## src/rtl/tx_link_arbiter_if.sv

```systemverilog
// rtl/tx_link_arbiter_if.sv - requester and transmitter signal bundle for tx_link_arbiter
interface tx_link_arbiter_if #(
  parameter int N_REQ  = 4,
  parameter int DATA_W = 55
);
  logic [N_REQ-1:0]        Req_Valid;
  logic [N_REQ*DATA_W-1:0] Req_Data;
  logic [N_REQ-1:0]        Req_Mask;
  logic [N_REQ-1:0]        Req_Ack;
  logic [N_REQ-1:0]        Grant;
  logic [DATA_W-1:0]       TX_Data;
  logic                    TX_Data_Valid;
  logic                    TX_Ready;
  logic                    Link_Busy;
  logic                    Timeout_Err;

  modport master (
    input  Req_Valid, Req_Data, Req_Mask, TX_Ready,
    output Req_Ack, Grant, TX_Data, TX_Data_Valid, Link_Busy, Timeout_Err
  );

  modport slave (
    output Req_Valid, Req_Data, Req_Mask, TX_Ready,
    input  Req_Ack, Grant, TX_Data, TX_Data_Valid, Link_Busy, Timeout_Err
  );
endinterface

```

## src/rtl/tx_link_arbiter.sv

```systemverilog
// rtl/tx_link_arbiter.sv - round-robin arbiter sharing one serial transmitter among N_REQ requesters
module tx_link_arbiter #(
  parameter int N_REQ   = 4,
  parameter int DATA_W  = 55,
  parameter int TIMEOUT = 1023
) (
  input  logic               Clk_S,
  input  logic               Rst_n,
  tx_link_arbiter_if.master  bus
);

  localparam int PTR_W = (N_REQ > 1) ? $clog2(N_REQ) : 1;
  localparam int CNT_W = $clog2(TIMEOUT + 1);

  localparam logic [1:0] ST_IDLE      = 2'd0;
  localparam logic [1:0] ST_SEND      = 2'd1;
  localparam logic [1:0] ST_WAIT_LOW  = 2'd2;
  localparam logic [1:0] ST_WAIT_HIGH = 2'd3;

  localparam logic [PTR_W-1:0] PTR_LAST = PTR_W'(N_REQ - 1);
  localparam logic [CNT_W-1:0] CNT_MAX  = CNT_W'(TIMEOUT - 1);

  logic [1:0]        state;
  logic [PTR_W-1:0]  ptr;
  logic [PTR_W-1:0]  winner;
  logic [PTR_W:0]    rr_idx;
  logic              any_elig;
  logic [N_REQ-1:0]  elig;
  logic [N_REQ-1:0]  win_onehot;
  logic [DATA_W-1:0] win_data;
  logic [DATA_W-1:0] hold;
  logic [CNT_W-1:0]  tmo_cnt;
  logic              exit_cond;
  logic              tmo_hit;
  logic [N_REQ-1:0]  ack_r;
  logic [N_REQ-1:0]  grant_r;
  logic              valid_r;
  logic              tmo_r;

  assign elig = bus.Req_Valid & ~bus.Req_Mask;

  // Walk offsets from the far end back to 0 so the nearest eligible index after ptr wins.
  always_comb begin
    any_elig = 1'b0;
    winner   = '0;
    rr_idx   = '0;
    for (int k = N_REQ - 1; k >= 0; k--) begin
      rr_idx = {1'b0, ptr} + (PTR_W+1)'(k);
      if (rr_idx >= (PTR_W+1)'(N_REQ))
        rr_idx = rr_idx - (PTR_W+1)'(N_REQ);
      if (elig[rr_idx[PTR_W-1:0]]) begin
        winner   = rr_idx[PTR_W-1:0];
        any_elig = 1'b1;
      end
    end
  end

  always_comb begin
    win_data = '0;
    for (int i = 0; i < N_REQ; i++) begin
      if (winner == PTR_W'(i))
        win_data = bus.Req_Data[i*DATA_W +: DATA_W];
    end
  end

  assign win_onehot = N_REQ'(1) << winner;

  always_comb begin
    exit_cond = 1'b0;
    case (state)
      ST_SEND:      exit_cond = bus.TX_Ready;
      ST_WAIT_LOW:  exit_cond = ~bus.TX_Ready;
      ST_WAIT_HIGH: exit_cond = bus.TX_Ready;
      default:      exit_cond = 1'b0;
    endcase
  end

  // A legitimate exit on the same edge as the last allowed cycle takes priority over the abort.
  assign tmo_hit = (state != ST_IDLE) && !exit_cond && (tmo_cnt == CNT_MAX);

  always_ff @(posedge Clk_S or negedge Rst_n) begin
    if (!Rst_n) begin
      state   <= ST_IDLE;
      ptr     <= '0;
      hold    <= '0;
      tmo_cnt <= '0;
      ack_r   <= '0;
      grant_r <= '0;
      valid_r <= 1'b0;
      tmo_r   <= 1'b0;
    end else begin
      ack_r <= '0;
      tmo_r <= 1'b0;
      if (state == ST_IDLE) begin
        tmo_cnt <= '0;
        if (any_elig) begin
          hold    <= win_data;
          ack_r   <= win_onehot;
          grant_r <= win_onehot;
          valid_r <= 1'b1;
          state   <= ST_SEND;
          ptr     <= (winner == PTR_LAST) ? '0 : winner + PTR_W'(1);
        end
      end else if (exit_cond) begin
        tmo_cnt <= '0;
        if (state == ST_SEND) begin
          valid_r <= 1'b0;
          state   <= ST_WAIT_LOW;
        end else if (state == ST_WAIT_LOW) begin
          state   <= ST_WAIT_HIGH;
        end else begin
          grant_r <= '0;
          state   <= ST_IDLE;
        end
      end else if (tmo_hit) begin
        tmo_cnt <= '0;
        grant_r <= '0;
        valid_r <= 1'b0;
        tmo_r   <= 1'b1;
        state   <= ST_IDLE;
      end else begin
        tmo_cnt <= tmo_cnt + CNT_W'(1);
      end
    end
  end

  assign bus.Req_Ack       = ack_r;
  assign bus.Grant         = grant_r;
  assign bus.TX_Data       = hold;
  assign bus.TX_Data_Valid = valid_r;
  assign bus.Timeout_Err   = tmo_r;
  assign bus.Link_Busy     = (state != ST_IDLE);

endmodule

```

## src/flat_wrapper.sv

```systemverilog
// flat-port wrapper written by rule: the top's interface ports become plain ports
module tx_link_arbiter_flat 
#(
  parameter int N_REQ   = 4,
  parameter int DATA_W  = 55,
  parameter int TIMEOUT = 1023
)
  (Clk_S, Rst_n, bus_Req_Valid, bus_Req_Data, bus_Req_Mask, bus_TX_Ready, bus_Req_Ack, bus_Grant, bus_TX_Data, bus_TX_Data_Valid, bus_Link_Busy, bus_Timeout_Err);
  tx_link_arbiter_if #(.N_REQ(N_REQ), .DATA_W(DATA_W)) bus_i ();
  input  logic Clk_S;
  input  logic Rst_n;
  input wire logic [$bits(bus_i.Req_Valid)-1:0] bus_Req_Valid;
  input wire logic [$bits(bus_i.Req_Data)-1:0] bus_Req_Data;
  input wire logic [$bits(bus_i.Req_Mask)-1:0] bus_Req_Mask;
  input wire logic [$bits(bus_i.TX_Ready)-1:0] bus_TX_Ready;
  output wire logic [$bits(bus_i.Req_Ack)-1:0] bus_Req_Ack;
  output wire logic [$bits(bus_i.Grant)-1:0] bus_Grant;
  output wire logic [$bits(bus_i.TX_Data)-1:0] bus_TX_Data;
  output wire logic [$bits(bus_i.TX_Data_Valid)-1:0] bus_TX_Data_Valid;
  output wire logic [$bits(bus_i.Link_Busy)-1:0] bus_Link_Busy;
  output wire logic [$bits(bus_i.Timeout_Err)-1:0] bus_Timeout_Err;
  assign bus_i.Req_Valid = bus_Req_Valid;
  assign bus_i.Req_Data = bus_Req_Data;
  assign bus_i.Req_Mask = bus_Req_Mask;
  assign bus_i.TX_Ready = bus_TX_Ready;
  assign bus_Req_Ack = bus_i.Req_Ack;
  assign bus_Grant = bus_i.Grant;
  assign bus_TX_Data = bus_i.TX_Data;
  assign bus_TX_Data_Valid = bus_i.TX_Data_Valid;
  assign bus_Link_Busy = bus_i.Link_Busy;
  assign bus_Timeout_Err = bus_i.Timeout_Err;
  tx_link_arbiter #(.N_REQ(N_REQ), .DATA_W(DATA_W), .TIMEOUT(TIMEOUT)) u_core (.Clk_S(Clk_S), .Rst_n(Rst_n), .bus(bus_i));
endmodule
```

## config.mk

```make
export PLATFORM = sky130hd
export DESIGN_NAME = tx_link_arbiter_flat
export DESIGN_NICKNAME = d
export VERILOG_FILES = /design/src/rtl/tx_link_arbiter_if.sv /design/src/rtl/tx_link_arbiter.sv /design/src/flat_wrapper.sv
export SDC_FILE = /design/constraint.sdc
export NUM_CORES = 1
export LEC_CHECK = 0
export CAP_MARGIN = 30
export CORE_AREA = 2 2 116 118
export CTS_CLUSTER_SIZE = 40
export DETAILED_ROUTE_END_ITERATION = 10
export DIE_AREA = 0 0 118 120
export PLACE_DENSITY = 0.87
export SLEW_MARGIN = 20
export SYNTH_ARGS = -nofsm -noshare
export SYNTH_HDL_FRONTEND = slang
export SYNTH_SLANG_ARGS = --single-unit
```

## constraint.sdc

```tcl
create_clock -name Clk_S -period 3.61 [get_ports Clk_S]
set_clock_uncertainty 0.1 [all_clocks]
set_input_delay 0.722 -clock Clk_S [delete_from_list [all_inputs] [get_ports Clk_S]]
set_output_delay 0.722 -clock Clk_S [all_outputs]
set_load 0.005 [all_outputs]
```

==> flow_summary.json <==
{
  "outcome": "finished clean",
  "cts_hold_buf": 0,
  "max_freq_mhz": 316,
  "post-route-util": 0.644,
  "antenna_cells": 0,
  "grt_setup_unrepaired": "false",
  "routed_wirelength_mm": 18.6,
  "clkTransAtPathRegs_ns": 0.06,
  "drtIter0Drc": 321,
  "drc_errors": 0,
  "row_count": 42,
  "p_switching_mw": 1.91,
  "layout.nets": 1042,
  "async_flop_share": 1.00,
  "slew_viol_final": 0,
  "antenna_found_initial": 0,
  "ioPinCount": 297,
  "hp-class": "in -> async",
  "start_kind": "primary input",
  "grt_pass1_vias": 5600,
  "cts_made_buffers": 9,
  "cp_slowest_cell": "clkdlybuf4s50_1",
  "wire_per_inst_um": 18.9,
  "die_x_um": 118,
  "cp_slowest_stage_delay_ns": 0.47,
  "pwr-share-clk": 0.197,
  "avgSynthCellArea_um2": 9.20,
  "cts.path.max_buffers": 2,
  "grt-ovfl-total": 0,
  "ys_seq_elements": 79,
  "worstSkewPairLatency_ns": 0.34,
  "syn_area_um2": 4820,
  "drive_gt1_frac": 0.0572,
  "cp.required_ns": 3.72,
  "post_cts_buffers": 0,
  "synth-edff-count": 0,
  "maxCapViolCount": 0,
  "combPwrFrac": 0.522,
  "synth_ff_type": "dfrtp_1",
  "ir_drop_mv": 0.299,
  "yosysWarningCount": 0,
  "pwr-share-seq": 0.280,
  "synth_nets": 767,
  "clkSinkCount": 79,
  "criticalPathCategory": "in -> reg",
  "synthCells": 524,
  "p_leak_nw": 3.34,
  "core-area_um2": 13000,
  "cts_root_buf": "clkbuf_16",
  "yosysUniqueCellTypes": 42,
  "dp_slack_ns": 0.157,
  "setup_slack_ns": 0.448,
  "cp-end-kind": "flip-flop",
  "ant_nets": 0,
  "p_int_mw": 3.48,
  "seq_area_frac_synth": 0.410,
  "area_delta_synth_final_pct": 73.5,
  "cts_tree": "yes",
  "post_cts_resized": 0,
  "min_period_over_period": 0.876,
  "switching_share": 0.355,
  "htreeDepth": 3,
  "die-area_um2": 14200,
  "slew-limit-headroom": 0.426,
  "period_minus_slack_ns": 3.16,
  "dp_hpwl_mm": 13.7,
  "crit_chain": "clkdlybuf4s50_1 > nand2b_1 > mux2i_1 > a211oi_1 > inv_1 > ha_1 > nor2b_4 > buf_12 > a221o_1 > a22oi_1 > a21oi_1",
  "gp_congestion": 0.938,
  "placed_cell_area_um2": 8020,
  "grt_max_degree": 83,
  "arrival_ns": 3.27,
  "final_area_um2": 8360,
  "vias": 5455,
  "start_util": 0.371,
  "viasPerCell": 5.57,
  "grt_util_all_layers": 0.260,
  "io_buffer_count": 296,
  "tightest_slew_ns": 0.855,
  "worstPathMaxFanout": 20,
  "tns_ns": 0,
  "p_per_area_nw_per_um2": 645,
  "grt_pass1_wl_mm": 29.1,
  "setup_viol": 0,
  "finalHoldViolCount": 0,
  "dr.pass1.iters": 6,
  "fp.dieH_um": 120
}
[sequential cells by signal (all words and copies together) (netlist names)]
register                  flops
u_core.tmo_cnt               10
u_core.state                  2
u_core.bus.Timeout_Err        1
u_core.bus.Req_Ack            4
u_core.bus.Grant              4
u_core.bus.TX_Data_Valid      1
u_core.bus.TX_Data           55
u_core.ptr                    2
[path summary, 6_finish.rpt]
path | startpoint | slack (ns) | cells past startpoint | to
max in group asynchronous | Rst_n | 2.56 | 2 | u_core.bus.TX_Data[7]$_DFFE_PN0P_
min | Rst_n | 0.24 | 1 | u_core.bus.TX_Data[44]$_DFFE_PN0P_
min in group Clk_S | u_core.tmo_cnt[0]$_DFF_PN0_ | 0.41 | 1 | u_core.tmo_cnt[0]$_DFF_PN0_
max | bus_Req_Mask[2] | 0.45 | 11 | u_core.bus.TX_Data[14]$_DFFE_PN0P_
min reg2reg | u_core.tmo_cnt[0]$_DFF_PN0_ | 0.41 | 1 | u_core.tmo_cnt[0]$_DFF_PN0_
max reg2reg | u_core.ptr[1]$_DFFE_PN0P_ | 0.93 | 10 | u_core.bus.TX_Data[14]$_DFFE_PN0P_
[Yosys cell counts, types with 8 or more instances]
| cell type | instances | share of area |
|---|---|---|
| nor2_1 | 73 | 0.057 |
| clkbuf_1 | 32 | 0.025 |
| dfrtp_1 | 79 | 0.41 |
| o21a_1 | 56 | 0.087 |
| a221o_1 | 55 | 0.11 |
| nand2_1 | 10 | 0.0078 |
| a21oi_1 | 57 | 0.059 |
| inv_1 | 10 | 0.0078 |
| a22oi_1 | 55 | 0.086 |
| ha_1 | 12 | 0.031 |
| nor3_1 | 8 | 0.0083 |
| buf_2 | 10 | 0.010 |
[cells by family (layout without fill, tap and decap cells)]
kind of cell	Yosys count	in the layout	synth area share
compound gates	245	245	0.382
simple gates	117	117	0.108
flops	79	79	0.410
buf+inv	62	342	0.0524
fa+ha+maj	12	12	0.0312
xor+xnor	8	8	0.0145
mux	1	1	0.00208
[per-stage QoR]
stage          hold slack, ns  power [mW]  std cells
6_report                0.245        5.39        980
5_1_grt                 0.266        5.74        980
4_1_cts                 0.253        5.41        980
3_5_place_dp            0.396        4.32        964
3_3_place_gp            0.387        4.24        963
2_1_floorplan           0.326        2.89        524
[power groups by stage]
| stage | sequential [mW] | clock, mW | combinational (mW) |
|---|---|---|---|
| 5_1_grt | 1.56 | 1.12 | 3.07 |
| 2_1_floorplan | 1.52 | 0 | 1.38 |
| 6_report | 1.51 | 1.06 | 2.81 |
| 3_5_place_dp | 1.52 | 0 | 2.81 |
| 3_3_place_gp | 1.50 | 0 | 2.74 |
| 4_1_cts | 1.51 | 1.08 | 2.82 |
[critical path: cells and delay by family]
kind | cells | cell delay (ns)
AO/OA/AOI/OAI | 4 | 0.94
buffers and inverters | 3 | 0.78
multiplexers | 1 | 0.11
AND/OR/NAND/NOR | 2 | 0.47
adder cells (fa/ha/maj) | 1 | 0.24
[layout by cell type (no fill, tap or decap), drive strengths merged, types with 3 or more instances in the layout]
master | Yosys | layout
inv | 10 | 11
buf | 19 | 20
nor3 | 8 | 8
clkbuf | 32 | 9
nand2b | 4 | 4
o21ai | 6 | 6
ha | 12 | 12
a22oi | 55 | 55
xor2 | 3 | 3
o2bb2ai | 3 | 3
o21a | 56 | 56
clkdlybuf4s50 | 0 | 295
bufinv | 0 | 3
a211o | 4 | 4
nor2 | 73 | 73
nor2b | 3 | 3
nand2 | 11 | 11
nand4 | 3 | 3
dfrtp | 79 | 79
xnor2 | 5 | 5
a221o | 55 | 55
clkinv | 1 | 3
nand3 | 6 | 6
a21oi | 57 | 57
nor3b | 3 | 3
[final cells by class]
| cell class | count | area (um^2) |
|---|---|---|
| clock buffers | 9 | 225 |
| clock inverters | 7 | 120 |
| fillers | 1042 | 4620 |
| inverters | 11 | 41.3 |
| multi-input cells | 383 | 2620 |
| flip-flops and latches | 79 | 1980 |
| well taps | 176 | 220 |
| repair buffers | 315 | 3160 |
[layer usage]
layer | wire length (um) | GRT usage | vias to the layer above
met4 | 613 | 0.118 | 0
met1 | 7210 | 0.312 | 2564
met3 | 1520 | 0.0618 | 47
met2 | 9220 | 0.443 | 306
met5 | 0 | 0 | -
li1 | - | - | 2538
(Power assumes the default switching activity.)
==> RTL edit 1 (config.mk and constraints unchanged) <==
`DATA_W` is set to 55 in 3 places; all go to 59.
--- a/src/rtl/tx_link_arbiter_if.sv
+++ b/src/rtl/tx_link_arbiter_if.sv
@@ -1,7 +1,7 @@
 // rtl/tx_link_arbiter_if.sv - requester and transmitter signal bundle for tx_link_arbiter
 interface tx_link_arbiter_if #(
   parameter int N_REQ  = 4,
-  parameter int DATA_W = 55
+  parameter int DATA_W = 59
 );
   logic [N_REQ-1:0]        Req_Valid;
   logic [N_REQ*DATA_W-1:0] Req_Data;
--- a/src/rtl/tx_link_arbiter.sv
+++ b/src/rtl/tx_link_arbiter.sv
@@ -1,7 +1,7 @@
 // rtl/tx_link_arbiter.sv - round-robin arbiter sharing one serial transmitter among N_REQ requesters
 module tx_link_arbiter #(
   parameter int N_REQ   = 4,
-  parameter int DATA_W  = 55,
+  parameter int DATA_W  = 59,
   parameter int TIMEOUT = 1023
 ) (
   input  logic               Clk_S,
--- a/src/flat_wrapper.sv
+++ b/src/flat_wrapper.sv
@@ -2,7 +2,7 @@
 module tx_link_arbiter_flat 
 #(
   parameter int N_REQ   = 4,
-  parameter int DATA_W  = 55,
+  parameter int DATA_W  = 59,
   parameter int TIMEOUT = 1023
 )
   (Clk_S, Rst_n, bus_Req_Valid, bus_Req_Data, bus_Req_Mask, bus_TX_Ready, bus_Req_Ack, bus_Grant, bus_TX_Data, bus_TX_Data_Valid, bus_Link_Busy, bus_Timeout_Err);
Ports: changed (resized bus_Req_Data and bus_TX_Data); port bits go from 297 to 317. The function was not compared with the original's and may differ.
==> RTL edit 1 against the original RTL <==
Hold slack worse by 0.018 ns; power increased by 0.63%; wire length up 0.52%; area after synthesis is 9.7% higher; largest cell class unchanged; global-route usage up 0.25 points; sequential cell count is 4 higher; register-to-register slack better by 0.14 ns; final cell count up 10%; sequential share of layout area fell by 0.41 points; worst setup slack improved by 0.088 ns; cell area up 6.9%; largest power group unchanged.
==> RTL edit 1: results (changes against the original RTL) <==
Peak VDD IR = 0.000330 V (+11%)
crit path launch = bus_Req_Mask[0]
P_int = 3.48 mW (+0.19%)
run status = finished, final reports clean
Crit Path Max Fanout = 32 (+60%)
gpl congestion = 0.872 (-7.1%)
first-pass GRT wire length = 30000 um (+2.9%)
layout cells sized above 1 = 4.98% (-0.74 points)
Reg2Reg Depth = 9 (-1)
Worst slew margin = 59.7% (+17 points)
pre-CTS WS = 0.277 ns (+0.121 ns)
initial DRC count = 364 (+13%)
Static Leak = 3.73 nW (+12%)
Post-synth ARST share = 100% (unchanged)
GRT Total Usage = 26.3% (+0.25 points)
CP arrival = 3.21 ns (-0.06 ns)
largest net degree at the start of global routing = 133 (+60%)
DRT Pass-1 Iters = 8 (+2)
Fin Setup TNS = 0 ns (unchanged)
Vias = 5854 (+7.3%)
synth unique cells = 41 (-2.4%)
synth cell count leaders = dfrtp_1, nor2_1, inv_1
Final #Nets = 1160 (+11%)
post-DR wirelength/cell = 17.3 um (-8.8%)
max reg flops = 59 (+7.3%)
ranking of synthesized cells by area = dfrtp_1, a211o_1, a221oi_1
Mapped Nets = 875 (+14%)
DP Area = 8660 sq um (+8.0%)
Post-DP HPWL = 14000 um (+2.3%)
crit-path max cell delay = 0.42 ns (-0.05 ns)
Port Buffers = 316 (+6.8%)
sequential area share after synthesis = 39.3% (-1.7 points)
Fillers = 1016 (-2.5%)
Clock Latency Late Sink = 0.32 ns (-0.02 ns)
RTL edit 1: cell types whose count changed after synthesis, moves of 53 or more:
cell / delta
a221o_1: -53
a31oi_1: +59
nand2_1: +55
o21a_1: -56
inv_1: +58
a22oi_1: -55
a211o_1: +56
RTL edit 1: final cells by class:
cell class / count / share of cell area (%)
tap: 176 / 2.46
timing repair buffer: 330 / 37.9
clock buffer: 11 / 2.72
multi-input combinational: 408 / 30.4
clock inverter: 3 / 0.448
inverter: 69 / 2.90
sequential: 83 / 23.2
RTL edit 1: metal layers:
layer | vias up | wire length [um] | GRT usage (%)
li1 | 2815 | - | -
met3 | 37 | 1340 | 5.80
met4 | 0 | 501 | 9.41
met2 | 256 | 9620 | 47.0
met1 | 2746 | 7210 | 31.0
met5 | - | 0 | 0
RTL edit 1: power groups by stage:
stage	Sequential, mW	Clock [mW]	Combinational [mW]
floorplan	1.60	0	1.47
CTS	1.60	0.918	2.95
finish	1.59	0.896	2.93
detailed placement	1.61	0	2.94
global route	1.65	0.960	3.20
global placement	1.58	0	2.88
RTL edit 1: metrics by stage:
step,std cells,util [%],hold WS [ns],total power [mW]
6_report,1080,68.9,0.227,5.42
5_1_grt,1080,68.9,0.241,5.81
4_1_cts,1080,68.9,0.225,5.47
3_5_place_dp,1066,66.7,0.424,4.55
3_3_place_gp,1065,66.5,0.404,4.47
2_1_floorplan,616,-,0.326,3.07
RTL edit 1: cells by family after synthesis:
logic type	Yosys count	share of synthesized area [%]
fa+ha+maj	12	2.84
compound gates	205	31.3
xor+xnor	8	1.32
flops	83	39.3
simple gates	183	15.2
buf+inv	125	10.1
RTL edit 1: worst max-delay path: cells and delay by family:
family / cells / cell delay [ns]
AND/OR/NAND/NOR: 2 / 0.47
adder cells (fa/ha/maj): 1 / 0.18
buffers and inverters: 2 / 0.65
AO/OA/AOI/OAI: 5 / 1.15
RTL edit 1: final timing paths:
check                                                  endpoint  slack, ns
max                          u_core.bus.TX_Data[36]$_DFFE_PN0P_       0.54
max reg2reg                  u_core.bus.TX_Data[36]$_DFFE_PN0P_       1.07
min                                 u_core.state[0]$_DFFE_PN0P_       0.23
min reg2reg                u_core.bus.TX_Data_Valid$_DFFE_PN0P_       0.43
min in group Clk_S         u_core.bus.TX_Data_Valid$_DFFE_PN0P_       0.43
max in group asynchronous    u_core.bus.TX_Data[22]$_DFFE_PN0P_       2.57
==> RTL edit 2 (config.mk and constraints unchanged) <==
Made on the original files. Reset style: synchronous (`Rst_n`), changed in one clocked block.
--- a/src/rtl/tx_link_arbiter.sv
+++ b/src/rtl/tx_link_arbiter.sv
@@ -78,7 +78,7 @@
   // A legitimate exit on the same edge as the last allowed cycle takes priority over the abort.
   assign tmo_hit = (state != ST_IDLE) && !exit_cond && (tmo_cnt == CNT_MAX);
 
-  always_ff @(posedge Clk_S or negedge Rst_n) begin
+  always_ff @(posedge Clk_S) begin
     if (!Rst_n) begin
       state   <= ST_IDLE;
       ptr     <= '0;
Function: differs if Rst_n is asserted again (counterexample within 4 cycles, from zero or initial values and one cycle with Rst_n low); with Rst_n held inactive, the same outputs for 10 cycles.
==> RTL edit 2 against the original RTL <==
Area after synthesis is 4.8% higher; worst setup slack better by 0.039 ns; combinational power decreased by 50%; register-to-register slack gained 0.28 ns; power down 38%; die area unchanged; synthesized cell count up 23%; sequential cell count unchanged; count of clock-buffer cells in the layout is 3 higher; cell area rose by 1.8%; wire length is 0.19% lower; highest routed layer unchanged.
==> RTL edit 2: results (changes against the original RTL) <==
initial DRC count = 369 (+15%)
Vias = 5832 (+6.9%)
Mapped Nets = 888 (+16%)
ranking of synthesized cells by area = dfxtp_1, nor2b_1, a221oi_1
Peak VDD IR = 0.000269 V (-10%)
Crit Path Max Fanout = 75 (+280%)
layout cells sized above 1 = 4.75% (-0.97 points)
P_int = 2.31 mW (-34%)
Avg Vias per Cell = 5.40 (-3.1%)
Static Leak = 3.03 nW (-9.3%)
Fillers = 1084 (+4.0%)
Synth Area in Compound Gates = 33.5% (-4.6 points)
sequential area share after synthesis = 31.3% (-9.7 points)
WL final = 18500 um (-0.19%)
mux cell area share after synthesis = 0.793% (+0.58 points)
worst-margin pin slew = 0.626 ns (-0.229 ns)
CTS H-tree depth = 3 (unchanged)
Hold Path Class = flip-flop to flip-flop
top_reg_cell synth = dfxtp_1
crit-path max cell delay = 0.45 ns (-0.02 ns)
DRT Pass-1 Iters = 4 (-2)
Post-synth ARST share = 0% (-100 points)
first-pass GRT wire length = 28400 um (-2.5%)
Post-Synth Adder-Cell Area = 2.97% (-0.14 points)
Final #Nets = 1143 (+9.7%)
CP arrival = 3.29 ns (+0.02 ns)
Worst R2R Start = u_core.ptr[1]$_SDFFE_PN0P_
Num CTS Buffers = 9 (unchanged)
Post-DP HPWL = 13400 um (-1.9%)
gpl congestion = 0.858 (-8.6%)
run status = finished, final reports clean
xor-xnor portion of the synthesized cell area = 1.39% (-0.067 points)
synth cell count leaders = nor2b_1, dfxtp_1, nand2_1
n_diodes = 0 (unchanged)
slowest CP cell = clkdlybuf4s50_1
WHS Endpoint = u_core.bus.Grant[0]$_SDFFE_PN0P_
r2r endpoint = u_core.bus.TX_Data[53]$_SDFFE_PN0P_
synth unique cells = 43 (+2.4%)
Synth Instances = 645 (+23%)
vias in the first global route = 5404 (-3.5%)
placed cell count = 1065 (+10%)
top-count cell post-synth = nor2b_1
Reg2Reg Setup Slack = 1.21 ns (+0.28 ns)
Reg2Reg Depth = 8 (-2)
largest net degree at the start of global routing = 76 (-8.4%)
initial antenna violation count = 0 (unchanged)
GRT Total Usage = 25.0% (-1.0 points)
## RTL edit 2: cells by family after synthesis
kind of cell / count (synthesis)
simple gates: 223
xor+xnor: 8
fa+ha+maj: 12
compound gates: 242
buf+inv: 77
mux: 4
flops: 79
## RTL edit 2: layer usage
metal | vias up | GRT usage [%] | share of wire [%]
li1 | 2876 | - | -
met1 | 2675 | 29.3 | 40
met2 | 249 | 43.1 | 49
met3 | 32 | 7.75 | 8.3
met4 | 0 | 8.73 | 2.2
met5 | - | 0 | 0
## RTL edit 2: cell type report
type	count	area share (%)
multi-input combinational	489	37.6
sequential	79	18.6
inverter	9	0.397
timing repair buffer	312	37.6
clock inverter	4	0.235
tap	176	2.59
clock buffer	12	3.02
## RTL edit 2: worst max-delay path by stage
stage | startpoint | to | slack (ns) | cells past startpoint
after floorplan | bus_Req_Valid[3] | u_core.bus.TX_Data[36]$_SDFFE_PN0P_ | 0.75 | 11
after global placement | bus_Req_Valid[0] | u_core.bus.TX_Data[1]$_SDFFE_PN0P_ | 0.04 | 9
after detailed placement | bus_Req_Valid[1] | u_core.bus.TX_Data[1]$_SDFFE_PN0P_ | 0.15 | 11
after CTS | bus_Req_Valid[1] | u_core.bus.TX_Data[1]$_SDFFE_PN0P_ | 0.49 | 11
after global routing | bus_Req_Valid[1] | u_core.bus.TX_Data[22]$_SDFFE_PN0P_ | 0.33 | 10
final | bus_Req_Valid[1] | u_core.bus.TX_Data[43]$_SDFFE_PN0P_ | 0.49 | 10
## RTL edit 2: metrics by stage
step	area [sq um]	worst slack (ns)	hold WS (ns)	util, %
after CTS	8510	0.488	0.362	65.5
after floorplan	5050	0.751	0.341	-
after global routing	8510	0.327	0.385	65.5
after detailed placement	8230	0.148	0.351	63.4
after global placement	8200	0.0387	0.341	63.2
final	8510	0.487	0.360	65.5
## RTL edit 2: power by group through the flow
stage | combinational [mW] | sequential [mW] | clock (mW)
after floorplan | 0.684 | 1.09 | 0
after global placement | 1.38 | 1.09 | 0
after detailed placement | 1.40 | 1.09 | 0
after CTS | 1.41 | 1.08 | 0.878
after global routing | 1.52 | 1.09 | 0.910
final | 1.41 | 1.08 | 0.856
## RTL edit 2: worst max-delay path: cells and delay by family
family / cells / cell delay [ns]
buffers and inverters: 3 / 0.81
adders and majority gates: 1 / 0.29
AOI/OAI and AO/OA: 4 / 0.83
and+or+nand+nor: 2 / 0.57
